### src/rtl/midori_sbox_pkg.sv
// Shared types and constants for the Midori masked S-box scheduler.
// Optional build macro used by the top: SBOX_IDLE_ZERO_EN.
package midori_sbox_pkg;

  localparam int NIB_W   = 4;
  localparam int NUM_NIB = 16;
  localparam int STATE_W = 64;
  localparam int R_W     = 8;

  typedef enum logic [1:0] {
    IDLE  = 2'd0,
    ISSUE = 2'd1,
    DRAIN = 2'd2,
    DONE  = 2'd3
  } sched_state_t;

  typedef struct packed {
    logic             valid;
    logic [NIB_W-1:0] idx;
  } tag_t;

  // Selects nibble i (bits [4i+3:4i]) of one share.
  function automatic logic [NIB_W-1:0] get_nib(input logic [STATE_W-1:0] s,
                                               input logic [3:0]         i);
    return s[{i, 2'b00} +: NIB_W];
  endfunction

endpackage

### src/rtl/midori_sbox_sched_tag_pipe.sv
// LAT-deep valid/index shift register that follows nibbles through the shared S-box.
module sbox_tag_pipe
  import midori_sbox_pkg::*;
#(
  parameter int LAT = 4
) (
  input  logic clk,
  input  logic rst,
  input  tag_t tag_in,
  output tag_t tag_out
);

  tag_t pipe_q [LAT];
  tag_t pipe_d [LAT];

  // Advances every cycle, independent of the scheduler state.
  always_comb begin
    pipe_d[0] = tag_in;
    for (int i = 1; i < LAT; i++) begin
      pipe_d[i] = pipe_q[i-1];
    end
  end

  always_ff @(posedge clk) begin
    if (rst) begin
      for (int i = 0; i < LAT; i++) begin
        pipe_q[i] <= '0;
      end
    end else begin
      for (int i = 0; i < LAT; i++) begin
        pipe_q[i] <= pipe_d[i];
      end
    end
  end

  assign tag_out = pipe_q[LAT-1];

endmodule

### src/rtl/midori_sbox_sched.sv
// Shares one 3-share masked Midori S-box across the 16 nibbles of a shared state.
// Build option: SBOX_IDLE_ZERO_EN forces sb_in* to zero in every non-issue cycle.
module midori_sbox_sched #(
  parameter int LAT     = 4,
  parameter int NUM_NIB = 16
) (
  input  logic        clk,
  input  logic        rst,
  input  logic        start,
  input  logic [63:0] st_in1,
  input  logic [63:0] st_in2,
  input  logic [63:0] st_in3,
  output logic        busy,
  output logic        done,
  output logic [63:0] st_out1,
  output logic [63:0] st_out2,
  output logic [63:0] st_out3,
  input  logic [7:0]  rnd,
  input  logic        rnd_valid,
  output logic        rnd_ready,
  output logic [3:0]  sb_in1,
  output logic [3:0]  sb_in2,
  output logic [3:0]  sb_in3,
  output logic [7:0]  sb_r,
  input  logic [3:0]  sb_out1,
  input  logic [3:0]  sb_out2,
  input  logic [3:0]  sb_out3
);
  import midori_sbox_pkg::*;

  sched_state_t       state_q, state_d;
  logic [4:0]         issue_cnt_q, issue_cnt_d;
  logic [4:0]         wb_cnt_q, wb_cnt_d;
  logic [STATE_W-1:0] buf1_q, buf1_d, buf2_q, buf2_d, buf3_q, buf3_d;
  logic [STATE_W-1:0] st1_q, st1_d, st2_q, st2_d, st3_q, st3_d;
  logic               issue_s;
  tag_t               tag_in_s, tag_out_s;
  logic [NIB_W-1:0]   nib1_s, nib2_s, nib3_s;

  assign nib1_s = get_nib(buf1_q, issue_cnt_q[3:0]);
  assign nib2_s = get_nib(buf2_q, issue_cnt_q[3:0]);
  assign nib3_s = get_nib(buf3_q, issue_cnt_q[3:0]);

  // Write-back happens first so a start in IDLE can still clear wb_cnt.
  always_comb begin
    state_d     = state_q;
    issue_cnt_d = issue_cnt_q;
    wb_cnt_d    = wb_cnt_q;
    buf1_d      = buf1_q;
    buf2_d      = buf2_q;
    buf3_d      = buf3_q;
    st1_d       = st1_q;
    st2_d       = st2_q;
    st3_d       = st3_q;
    issue_s     = 1'b0;
    tag_in_s    = '0;

    if (tag_out_s.valid) begin
      st1_d[{tag_out_s.idx, 2'b00} +: NIB_W] = sb_out1;
      st2_d[{tag_out_s.idx, 2'b00} +: NIB_W] = sb_out2;
      st3_d[{tag_out_s.idx, 2'b00} +: NIB_W] = sb_out3;
      wb_cnt_d = wb_cnt_q + 5'd1;
    end else begin
      wb_cnt_d = wb_cnt_q;
    end

    case (state_q)
      IDLE: begin
        if (start) begin
          buf1_d      = st_in1;
          buf2_d      = st_in2;
          buf3_d      = st_in3;
          issue_cnt_d = 5'd0;
          wb_cnt_d    = 5'd0;
          state_d     = ISSUE;
        end else begin
          state_d = IDLE;
        end
      end
      ISSUE: begin
        if (rnd_valid) begin
          issue_s        = 1'b1;
          tag_in_s.valid = 1'b1;
          tag_in_s.idx   = issue_cnt_q[3:0];
          issue_cnt_d    = issue_cnt_q + 5'd1;
          if (issue_cnt_q == 5'(NUM_NIB - 1)) begin
            state_d = DRAIN;
          end else begin
            state_d = ISSUE;
          end
        end else begin
          state_d = ISSUE;
        end
      end
      DRAIN: begin
        if (wb_cnt_d == 5'(NUM_NIB)) begin
          state_d = DONE;
        end else begin
          state_d = DRAIN;
        end
      end
      DONE:    state_d = IDLE;
      default: state_d = IDLE;
    endcase
  end

  always_ff @(posedge clk) begin
    if (rst) begin
      state_q     <= IDLE;
      issue_cnt_q <= 5'd0;
      wb_cnt_q    <= 5'd0;
      buf1_q      <= 64'd0;
      buf2_q      <= 64'd0;
      buf3_q      <= 64'd0;
      st1_q       <= 64'd0;
      st2_q       <= 64'd0;
      st3_q       <= 64'd0;
    end else begin
      state_q     <= state_d;
      issue_cnt_q <= issue_cnt_d;
      wb_cnt_q    <= wb_cnt_d;
      buf1_q      <= buf1_d;
      buf2_q      <= buf2_d;
      buf3_q      <= buf3_d;
      st1_q       <= st1_d;
      st2_q       <= st2_d;
      st3_q       <= st3_d;
    end
  end

  sbox_tag_pipe #(.LAT(LAT)) u_tag_pipe (
    .clk     (clk),
    .rst     (rst),
    .tag_in  (tag_in_s),
    .tag_out (tag_out_s)
  );

`ifdef SBOX_IDLE_ZERO_EN
  // Quiet S-box inputs whenever no nibble is issued.
  always_comb begin
    if (issue_s) begin
      sb_in1 = nib1_s;
      sb_in2 = nib2_s;
      sb_in3 = nib3_s;
    end else begin
      sb_in1 = 4'h0;
      sb_in2 = 4'h0;
      sb_in3 = 4'h0;
    end
  end
`else
  logic [NIB_W-1:0] last1_q, last2_q, last3_q;

  // Hold the most recently issued nibble on the S-box inputs.
  always_comb begin
    if (issue_s) begin
      sb_in1 = nib1_s;
      sb_in2 = nib2_s;
      sb_in3 = nib3_s;
    end else begin
      sb_in1 = last1_q;
      sb_in2 = last2_q;
      sb_in3 = last3_q;
    end
  end

  always_ff @(posedge clk) begin
    if (rst) begin
      last1_q <= 4'h0;
      last2_q <= 4'h0;
      last3_q <= 4'h0;
    end else begin
      last1_q <= sb_in1;
      last2_q <= sb_in2;
      last3_q <= sb_in3;
    end
  end
`endif

  assign busy      = (state_q == ISSUE) || (state_q == DRAIN);
  assign done      = (state_q == DONE);
  assign rnd_ready = issue_s;
  assign sb_r      = rnd;
  assign st_out1   = st1_q;
  assign st_out2   = st2_q;
  assign st_out3   = st3_q;

endmodule

### config.mk
export PLATFORM = sky130hd
export DESIGN_NAME = midori_sbox_sched
export DESIGN_NICKNAME = d
export VERILOG_FILES = /design/src/rtl/midori_sbox_pkg.sv /design/src/rtl/midori_sbox_sched_tag_pipe.sv /design/src/rtl/midori_sbox_sched.sv
export SDC_FILE = /design/constraint.sdc
export NUM_CORES = 1
export LEC_CHECK = 0
export BUFFER_PORTS_ARGS = -buffer_cell sky130_fd_sc_hd__buf_2
export CAP_MARGIN = 0
export CORE_ASPECT_RATIO = 0.75
export CORE_UTILIZATION = 40
export CTS_CLUSTER_DIAMETER = 150
export DETAILED_ROUTE_END_ITERATION = 12
export MAX_ROUTING_LAYER = met4
export PLACE_DENSITY_LB_ADDON = 0.05
export SLEW_MARGIN = 10
export SYNTH_ARGS = -nofsm -noshare
export SYNTH_HDL_FRONTEND = slang
export SYNTH_SLANG_ARGS = --single-unit
### constraint.sdc
create_clock -name clk -period 2.48 [get_ports clk]
set_input_delay 0.496 -clock clk [delete_from_list [all_inputs] [get_ports clk]]
set_output_delay 0.496 -clock clk [all_outputs]
set_load 0.01 [all_outputs]
==> impl_metrics.env <==
export IMPL_status="finished, violations left"
export IMPL_violations="negative setup slack"
export IMPL_dpl_hpwl_um=38600
export IMPL_wl_um=54700
export IMPL_place_congestion=0.904
export IMPL_wire_per_inst_um=18.9
export IMPL_cts_clk_slew_worst_paths_ns=0.06
export IMPL_finalSetupViolCount=12
export IMPL_slowest_delay_ns=0.50
export IMPL_instances_no_fill=2890
export IMPL_antenna_found_initial=2
export IMPL_cp_data_required_time_ns=1.98
export IMPL_synth_seq_cells=428
export IMPL_final_cell_mix="nand2_1, dfxtp_1, buf_2"
export IMPL_final_antenna_net_count=0
export IMPL_grt_usage_pct=25.7
export IMPL_grt_pass1_vias=14300
export IMPL_grt_ovfl_total=0
export IMPL_drt_drc_violations_left=0
export IMPL_critPathKind="flop to output port"
export IMPL_fin_crit_ns=3.16
export IMPL_h_tree_depth=2
export IMPL_coreArea_sq_mm=0.0413
export IMPL_maxSlewViolCount=0
export IMPL_dr_total_vias=15000
export IMPL_io_buffer_count=414
export IMPL_die_h_um=180
export IMPL_maxCapViolCount=0
export IMPL_mostFrequentLayoutCell="nand2_1"
export IMPL_worstSkewPairLatency_ns=0.55
export IMPL_crit_reg2reg_launch="u_tag_pipe.pipe_q[3][1]"
export IMPL_fin_skew_ns=0.0175
export IMPL_ys_flop_type="dfxtp_1"
export IMPL_io_pins=431
export IMPL_crit_top_cell="buf_12"
export IMPL_path_cells="buf_12 -> buf_12 -> buf_12 -> mux4_2 -> mux2_2 -> a222oi_1 -> inv_1 -> buf_2"
export IMPL_synth_warnings=0
export IMPL_syn_area_sq_mm=0.0170
export IMPL_cts_tree="built"
export IMPL_slew_headroom_pct=48.7
export IMPL_rsz0062_at_grt="true"
export IMPL_cpMaxStageDelayCell="mux4_2"
export IMPL_area_growth_pct=26.1
export IMPL_end_kind="output port"
export IMPL_numCtsBuffers=44
export IMPL_clock_fmax_ghz=0.316
export IMPL_critical_path_arrival_ns=2.67
export IMPL_hp_start="st_in1[0]"
export IMPL_clk_root_buffer_cell="clkbuf_16"
export IMPL_p_per_area_mw_per_mm2=718
export IMPL_dp_cells=2796
export IMPL_finalCoreUtilization_pct=51.9
export IMPL_numClockSinks=428
export IMPL_hold_buffers=0
export IMPL_syn_nets=2154
export IMPL_power_leakage_nw=9.19
export IMPL_fill_cells=3981
export IMPL_drtIter0Drc=1252
export IMPL_cp_max_fo=6
export IMPL_fin_ws_ns=-0.685
export IMPL_rows=64
export IMPL_yosysSeqAreaShare_pct=50.4
export IMPL_die_x_um=240
export IMPL_worstSetupStartpoint="issue_cnt_q[2]"
export IMPL_yosys_cell_types_count=46
export IMPL_critPathLaunchType="flop"
export IMPL_total_power_mw=15.4
export IMPL_irDropWorstVdd_mv=0.502
export IMPL_grt_pass1_wl_um=84200
export IMPL_grt_max_degree=127
export IMPL_syn_inst=1930
export IMPL_finalSetupTns_ns=-7.52
export IMPL_dr_pass1_iters=5
export IMPL_drive_gt1_share_pct=27.5
export IMPL_tightest_slew_ns=0.769
export IMPL_finalHoldViolCount=0
export IMPL_timing_final_crit_share_pct=128
export IMPL_hold_path_class="primary input to flop"
export IMPL_initial_core_util_pct=41.1
export IMPL_syn_area_per_cell_sq_um=8.80
export IMPL_via_per_inst=5.19
export IMPL_synth_edff_count=0
export IMPL_async_flop_share_pct=0
export IMPL_cts_path_max_buffers=3
export IMPL_fin_nets=2519
export IMPL_fp_dieArea_sq_mm=0.0433
==> flip-flops by register name, summed over array words and instances, names as in the netlist <==
register,cells
issue_cnt_q,5
wb_cnt_q,5
last2_q,4
last1_q,4
buf3_q,64
buf1_q,64
state_q,2
st_out2,64
u_tag_pipe.pipe_q,20
st_out1,64
last3_q,4
st_out3,64
buf2_q,64
==> through the flow <==
stage                     hold WS, ns  setup WS, ns  area, sq um
after floorplan                 0.414         0.110        17000
after global placement          0.423        -0.150        19700
after detailed placement        0.424        -0.189        19700
after CTS                       0.148        -0.707        21400
after global routing            0.166        -0.783        21400
final                           0.181        -0.685        21400
==> critical path: cells and delay by family, from the launching register on <==
family	cells	cell delay (ns)
multiplexers	2	0.77
buffers and inverters	5	0.62
flip-flops	1	0.39
AO/OA/AOI/OAI	1	0.33
==> synth_stat cells (3+ instances only) <==
cell | count | share of area, %
nand2b_1 | 41 | 1.5
inv_1 | 21 | 0.46
buf_2 | 25 | 0.74
o21ai_0 | 38 | 1.1
a222oi_1 | 12 | 0.71
xor2_1 | 5 | 0.26
mux4_1 | 13 | 2.0
buf_6 | 4 | 0.27
clkbuf_1 | 123 | 2.7
a21oi_1 | 293 | 8.6
ha_1 | 8 | 0.59
nor2_1 | 109 | 2.4
dfxtp_1 | 428 | 50
nor3_1 | 11 | 0.32
mux4_2 | 35 | 4.6
buf_4 | 10 | 0.44
nor3b_1 | 3 | 0.13
nand2_1 | 477 | 11
nor2b_1 | 18 | 0.66
and3_1 | 4 | 0.15
nand3b_1 | 39 | 1.7
mux2_2 | 25 | 1.7
nand4_1 | 8 | 0.29
mux2i_1 | 62 | 3.7
nand3_1 | 79 | 2.3
and2_1 | 5 | 0.18
buf_1 | 8 | 0.18
==> power by group <==
part	switching, mW	internal [mW]
combinational	0.628	0.415
clock	2.78	4.34
sequential	0.136	7.08
==> cells by family after synthesis <==
| kind of cell | synth area share [%] |
|---|---|
| multiplexers | 12.0 |
| adder cells (fa/ha/maj) | 0.589 |
| flip-flops | 50.4 |
| AND/OR/NAND/NOR | 20.8 |
| XOR/XNOR | 0.361 |
| buffers and inverters | 4.82 |
| AO/OA/AOI/OAI | 11.0 |
==> path summary, 6_finish.rpt <==
path / endpoint / slack (ns) / cells after the start
worst max-delay path: sb_in1[1] / -0.68 / 8
worst min-delay path: buf1_q[0] / 0.18 / 3
worst max register to register: st_out2[54] / 0.19 / 7
worst min register to register: u_tag_pipe.pipe_q[1][4] / 0.43 / 1
==> cell type report <==
class | count | area [sq um] | share of cell area [%]
multi-input combinational | 1310 | 7630 | 35.6
tap | 561 | 702 | 3.28
clock inverter | 16 | 244 | 1.14
sequential | 428 | 8570 | 40.0
inverter | 22 | 82.6 | 0.385
antenna | 2 | 5.00 | 0.0234
timing repair buffer | 489 | 2870 | 13.4
clock buffer | 62 | 1320 | 6.17
==> what timing repair did <==
action / in CTS / in global routing
buffers inserted: 12 / 3
gates resized for setup: 5 / 10
setup endpoints to repair: 12 / 42
pin swaps: 8 / 5
==> routing by layer <==
layer	GRT usage (%)	share of wire [%]
met4	5.78	1.9
met3	5.30	7.0
met2	36.6	43
met5	-	0
met1	37.1	48
Note: power is estimated with default switching activity, not from simulation.
